===== src/rtl/data_capture_pkg.sv =====
// Shared constants for the data_capture block.
//   TS_WIDTH      : width of the optional cycle timestamp stored with each word
//   DEFAULT_WIDTH : default captured word width
//   DEFAULT_DEPTH : default FIFO depth (power of two, 2..16)
package data_capture_pkg;

  localparam int unsigned TS_WIDTH      = 16;
  localparam int unsigned DEFAULT_WIDTH = 32;
  localparam int unsigned DEFAULT_DEPTH = 4;

endpackage


===== src/rtl/data_capture_fifo.sv =====
// Synchronous first-word-fall-through FIFO with a registered head word.
// Ports:
//   clk_i, reset_n_i : clock, asynchronous active-low reset
//   push_i, wdata_i  : write request and word; a push into a full FIFO is
//                      accepted only when a pop happens on the same edge
//   pop_i            : remove head (ignored when empty)
//   clr_i            : synchronous flush, overrides push and pop
//   rd_valid_o       : head valid
//   rd_data_o        : head word
//   level_o          : number of stored words, 0..DEPTH
//   full_c           : level equals DEPTH (combinational from level)
module data_capture_fifo #(
  parameter int unsigned DEPTH = 4,
  parameter int unsigned DW    = 32
) (
  input  logic                    clk_i,
  input  logic                    reset_n_i,
  input  logic                    push_i,
  input  logic [DW-1:0]           wdata_i,
  input  logic                    pop_i,
  input  logic                    clr_i,
  output logic                    rd_valid_o,
  output logic [DW-1:0]           rd_data_o,
  output logic [$clog2(DEPTH):0]  level_o,
  output logic                    full_c
);

  localparam int unsigned PW = $clog2(DEPTH);
  localparam int unsigned LW = PW + 1;

  logic [DW-1:0] mem_q [DEPTH];
  logic [PW-1:0] wr_q, wr_d, rd_q, rd_d, rd_nxt;
  logic [LW-1:0] lvl_q, lvl_d;
  logic [DW-1:0] head_q, head_d;
  logic          valid_q;
  logic          pop_ok, push_ok;

  assign full_c  = (lvl_q == LW'(DEPTH));
  assign pop_ok  = pop_i && valid_q;
  assign push_ok = push_i && (!full_c || pop_ok);
  assign rd_nxt  = rd_q + PW'(1);

  // Next pointers, level and head word; the head is kept in its own register
  // so the output does not go through the storage read mux.
  always_comb begin
    wr_d   = wr_q;
    rd_d   = rd_q;
    lvl_d  = lvl_q;
    head_d = head_q;
    if (clr_i) begin
      wr_d   = '0;
      rd_d   = '0;
      lvl_d  = '0;
      head_d = '0;
    end else begin
      if (push_ok) wr_d = wr_q + PW'(1);
      if (pop_ok)  rd_d = rd_nxt;
      lvl_d = lvl_q + LW'(push_ok) - LW'(pop_ok);
      if (pop_ok) begin
        // Next head is already stored unless only one word was left.
        if (lvl_q >= LW'(2))  head_d = mem_q[rd_nxt];
        else if (push_ok)     head_d = wdata_i;
        else                  head_d = '0;
      end else if (push_ok && !valid_q) begin
        head_d = wdata_i;
      end
    end
  end

  // Control state.
  always_ff @(posedge clk_i or negedge reset_n_i) begin
    if (!reset_n_i) begin
      wr_q    <= '0;
      rd_q    <= '0;
      lvl_q   <= '0;
      head_q  <= '0;
      valid_q <= 1'b0;
    end else begin
      wr_q    <= wr_d;
      rd_q    <= rd_d;
      lvl_q   <= lvl_d;
      head_q  <= head_d;
      valid_q <= (lvl_d != '0);
    end
  end

  // Storage array; contents are meaningless outside the valid window.
  always_ff @(posedge clk_i) begin
    if (push_ok && !clr_i) mem_q[wr_q] <= wdata_i;
  end

  assign rd_valid_o = valid_q;
  assign rd_data_o  = head_q;
  assign level_o    = lvl_q;

endmodule


===== src/rtl/data_capture.sv =====
// Change-capture front end: every edge the input word is compared with the
// previous one; changed words are queued in a FWFT FIFO while capture is on.
// Optional feature macro: DATA_CAPTURE_TIMESTAMP_EN adds a 16-bit free-running
// cycle counter whose value is stored with each word and returned on rd_time_o.
// Ports:
//   clk_i, reset_n_i : clock, asynchronous active-low reset
//   data_in_i        : monitored data stream
//   capture_en_i     : enable capture of changed words
//   clr_i            : synchronous flush of FIFO and overflow flag
//   rd_valid_o/rd_ready_i/rd_data_o : FWFT read side
//   level_o          : FIFO fill level
//   overflow_o       : sticky, a change was dropped while full
//   rd_time_o        : (timestamp build only) capture cycle of rd_data_o
module data_capture
  import data_capture_pkg::*;
#(
  parameter int unsigned DEPTH = DEFAULT_DEPTH,
  parameter int unsigned WIDTH = DEFAULT_WIDTH
) (
  input  logic                   clk_i,
  input  logic                   reset_n_i,
  input  logic [WIDTH-1:0]       data_in_i,
  input  logic                   capture_en_i,
  input  logic                   clr_i,
  output logic                   rd_valid_o,
  input  logic                   rd_ready_i,
  output logic [WIDTH-1:0]       rd_data_o,
  output logic [$clog2(DEPTH):0] level_o,
  output logic                   overflow_o
`ifdef DATA_CAPTURE_TIMESTAMP_EN
  ,
  output logic [TS_WIDTH-1:0]    rd_time_o
`endif
);

`ifdef DATA_CAPTURE_TIMESTAMP_EN
  localparam int unsigned DW = WIDTH + TS_WIDTH;
`else
  localparam int unsigned DW = WIDTH;
`endif

  logic [WIDTH-1:0] prev_q;
  logic             ovf_q;
  logic             push, pop, full;
  logic [DW-1:0]    fifo_wdata, fifo_rdata;

  assign push = (data_in_i != prev_q) && capture_en_i;
  assign pop  = rd_valid_o && rd_ready_i;

`ifdef DATA_CAPTURE_TIMESTAMP_EN
  logic [TS_WIDTH-1:0] cnt_q;

  // Free-running cycle counter, wraps naturally.
  always_ff @(posedge clk_i or negedge reset_n_i) begin
    if (!reset_n_i) cnt_q <= '0;
    else            cnt_q <= cnt_q + TS_WIDTH'(1);
  end

  assign fifo_wdata = {cnt_q, data_in_i};
  assign rd_time_o  = fifo_rdata[DW-1 -: TS_WIDTH];
`else
  assign fifo_wdata = data_in_i;
`endif

  assign rd_data_o = fifo_rdata[WIDTH-1:0];

  // Previous word and sticky overflow; prev_q tracks input even during clr.
  always_ff @(posedge clk_i or negedge reset_n_i) begin
    if (!reset_n_i) begin
      prev_q <= '0;
      ovf_q  <= 1'b0;
    end else begin
      prev_q <= data_in_i;
      if (clr_i)                     ovf_q <= 1'b0;
      else if (push && full && !pop) ovf_q <= 1'b1;
    end
  end

  assign overflow_o = ovf_q;

  data_capture_fifo #(
    .DEPTH (DEPTH),
    .DW    (DW)
  ) u_fifo (
    .clk_i      (clk_i),
    .reset_n_i  (reset_n_i),
    .push_i     (push),
    .wdata_i    (fifo_wdata),
    .pop_i      (pop),
    .clr_i      (clr_i),
    .rd_valid_o (rd_valid_o),
    .rd_data_o  (fifo_rdata),
    .level_o    (level_o),
    .full_c     (full)
  );

endmodule


===== config.mk =====
export PLATFORM = sky130hd
export DESIGN_NAME = data_capture
export DESIGN_NICKNAME = d
export VERILOG_FILES = /design/src/rtl/data_capture_pkg.sv /design/src/rtl/data_capture_fifo.sv /design/src/rtl/data_capture.sv
export SDC_FILE = /design/constraint.sdc
export NUM_CORES = 1
export LEC_CHECK = 0
export ABC_AREA = 1
export ABC_CLOCK_PERIOD_IN_PS = 3090
export BUFFER_PORTS_ARGS = -buffer_cell sky130_fd_sc_hd__buf_2
export CAP_MARGIN = 20
export CORE_UTILIZATION = 55
export CTS_BUF_LIST = sky130_fd_sc_hd__clkbuf_8
export CTS_CLUSTER_SIZE = 20
export DETAILED_ROUTE_END_ITERATION = 10
export GPL_ROUTABILITY_DRIVEN = 0
export PLACE_DENSITY = 0.77
export SLEW_MARGIN = 40
export SYNTH_ARGS = -nofsm -noshare
export SYNTH_HDL_FRONTEND = slang
export SYNTH_SLANG_ARGS = --single-unit

===== constraint.sdc =====
create_clock -name clk_i -period 3.09 [get_ports clk_i]
set_input_delay 0 -clock clk_i [delete_from_list [all_inputs] [get_ports clk_i]]
set_output_delay 0 -clock clk_i [all_outputs]
set_load 0.03 [all_outputs]

==> run metrics <==
status=completed; Seq cells post-synth=201; antenna violations before repair=0; CP max FO=6; DR WL/cell=17.3 um; Clock Skews=27.7 ps; CTS Sinks=201; grt ovf=0; Syn Nets=844; htree depth=1; Total GRT Usage=25.2%; VDD IR max=592 uV; worst r2r src=prev_q[3]; CP Launch Type=register; nets=967; Clk pwr share=26.8%; number of diodes=0; Filler cells=1,148; CTS Buffer Depth=3; Netlist Area Pre-Place=8710 um2; pin count of the biggest net entering global routing=74; routed vias=6,253; RSZ-0062 raised after global routing=no; area grow syn2layout=18.3%; Synth Area per Inst=10.9 um2; leakage power=4.38 nW; core area=15,300 um2; CTS tree=done; Sw Share=35.3%; sequential area share after synthesis=65.1%; DP Area=9330 um2; total CTS buffers=31; register share of total power=43.0%; drt initial violations=578; Horiz. Die Dim=128 um; DP HPWL=11,500 um; Clk Tree Root Cell=clkbuf_8; Vias/cell=5.40; row cnt=45; final hold vios=0; Initial Util=56.8%; fmax=413 MHz; NetSw=2.73 mW; design area=10,300 um2; final hold slack=41.7 ps; worst endpoint required time=3510 ps; Worst-Margin Slew=694 ps; slew margin rel.=53.7%; Slew Limit Fails=0; DIE AREA=16,300 um2; port buffer count=73; final period utilization=78.4%; Comb power frac=30.3%; DRC errors left=0; Netlist cell types=32; clock-pin slew on the worst setup and hold paths=60 ps; remaining antenna violation count after routing=0; Warnings, synthesis=0; 1st-pass router iterations=5; Worst EP arrival=2840 ps; PostCTS Resize Cnt=0; P_int=5.02 mW; Post-Route WL=20,000 um; pwr/cell area=753 nW/um2; Clk Latency, worst-skew pair=560 ps; Die Y=128 um; crit end category=register; Hold Crit Class=primary input to async pin; Final setup viols=0; num ports=74; Util after Layout=67.2%; gate count of the mapped netlist=799; CP Class=register to register; vias in the first global route=6,122; Period minus WS final=2420 ps; total power=7.75 mW; number of max-cap violations=0; Critical path origin=prev_q[3]; layout cell share with drive strength beyond 1=16.5%; first-pass GRT wire length=31,500 um
## worst max-delay path: stages, from the launching register on
cell	delay, ps
dfrtp_1	400
inv_1	70
nand2_1	50
nand2_1	60
nand2_1	70
nor2_1	130
nand2_1	80
nor2_1	240
nand2_2	170
nand3_2	100
inv_1	40
ha_1	190
inv_1	70
fa_1	180
nand2_1	50
nand2_1	50
nor2_1	50
or3_1	300
## power by group through the flow
stage	clock network, mW	registers [mW]	logic, mW
after floorplan	0	3.72	1.25
after global placement	0	3.36	2.25
after detailed placement	0	3.37	2.30
after CTS	2.11	3.33	2.35
after global routing	2.22	3.36	2.57
final	2.07	3.33	2.35
## final timing paths
kind	endpoint	slack [ps]	cells past startpoint
worst max register to register	u_fifo.rd_valid_o	670	17
worst max-delay path	u_fifo.rd_valid_o	670	17
max in group asynchronous	prev_q[17]	2550	2
worst min register to register	u_fifo.rd_data_o[25]	470	2
worst min-delay path	prev_q[4]	40	2
min in group clk_i	prev_q[12]	190	2
## layout make-up
class / instances / area [um2] / share of cell area [%]
inverters: 43 / 163 / 1.58
well taps: 211 / 264 / 2.56
multi-input cells: 513 / 2670 / 25.9
flip-flops and latches: 201 / 5670 / 55.1
repair buffers: 132 / 932 / 9.05
clock buffers: 38 / 523 / 5.08
clock inverters: 19 / 72.6 / 0.705
## synth_stat cells
master	n	share of area [%]
a21oi_1	4	0.23
a22oi_1	1	0.086
buf_2	21	1.2
buf_4	2	0.17
buf_6	3	0.39
clkbuf_1	16	0.69
clkinv_2	1	0.057
dfrtp_1	73	21
edfxtp_1	128	44
fa_1	1	0.23
ha_1	7	1.0
inv_1	35	1.5
inv_2	7	0.30
mux2_2	1	0.13
nand2_1	224	9.7
nand2_2	2	0.14
nand3_1	3	0.17
nand3_2	1	0.11
nand4_1	2	0.14
nand4_2	2	0.29
nor2_1	100	4.3
nor4_2	1	0.14
o21ai_0	4	0.23
o21ai_1	11	0.63
o21bai_1	60	5.2
o221ai_1	12	1.2
o22ai_1	32	2.3
o31ai_1	19	1.6
o31ai_4	1	0.24
or2_2	1	0.072
or3_1	1	0.072
xnor2_1	23	2.3
## through the flow
stage	cells	TNS [ps]	worst slack [ps]
2_1_floorplan	799	-715	-5.59
3_3_place_gp	1063	0	763
3_5_place_dp	1063	0	743
4_1_cts	1157	0	753
5_1_grt	1157	0	417
6_report	1157	0	668
## logic make-up after synthesis
logic type | after synthesis | synth area share (%)
AO/OA/AOI/OAI | 144 | 11.7
XOR/XNOR | 23 | 2.31
adder cells (fa/ha/maj) | 8 | 1.24
buffers and inverters | 85 | 4.33
flip-flops | 201 | 65.1
multiplexers | 1 | 0.129
AND/OR/NAND/NOR | 337 | 15.1
## cell usage in the layout, fill, tap and decap left out, drive strengths merged
cell type and count:
ha 7, o31ai 20, clkbuf 38, a22oi 1, o21bai 60, dlygate4sd3 37
nor4 1, mux2 1, nand2 226, buf 95, clkinv 5, or3 1
o21ai 15, fa 1, nand3 4, o22ai 32, nor2 100, or2 1
nand4 4, edfxtp 128, xnor2 23, inv 57, dfrtp 73, o221ai 12
a21oi 4
## registers in the layout, summed over array words and instances, names as in the netlist
register	cells
u_fifo.rd_valid_o	1
u_fifo.level_o	3
u_fifo.rd_q	2
u_fifo.mem_q	128
prev_q	32
u_fifo.rd_data_o	32
u_fifo.wr_q	2
overflow_o	1
## metal layers
layer	up-vias	share of wire [%]	track usage [%]	routed length (um)
met5	-	0	0	0
met4	0	3.0	11.0	595
met3	50	5.9	3.71	1190
met2	228	48	41.4	9550
met1	3007	43	33.8	8690
li1	2968	-	-	-
## repair_timing
| item | in CTS | in global routing |
|---|---|---|
| endpoints found under the setup margin | 0 | 0 |
| endpoints found under the hold margin | 270 | 0 |
| setup buffers | 0 | 0 |
| hold buffers | 37 | 0 |
(Power assumes the default switching activity.)
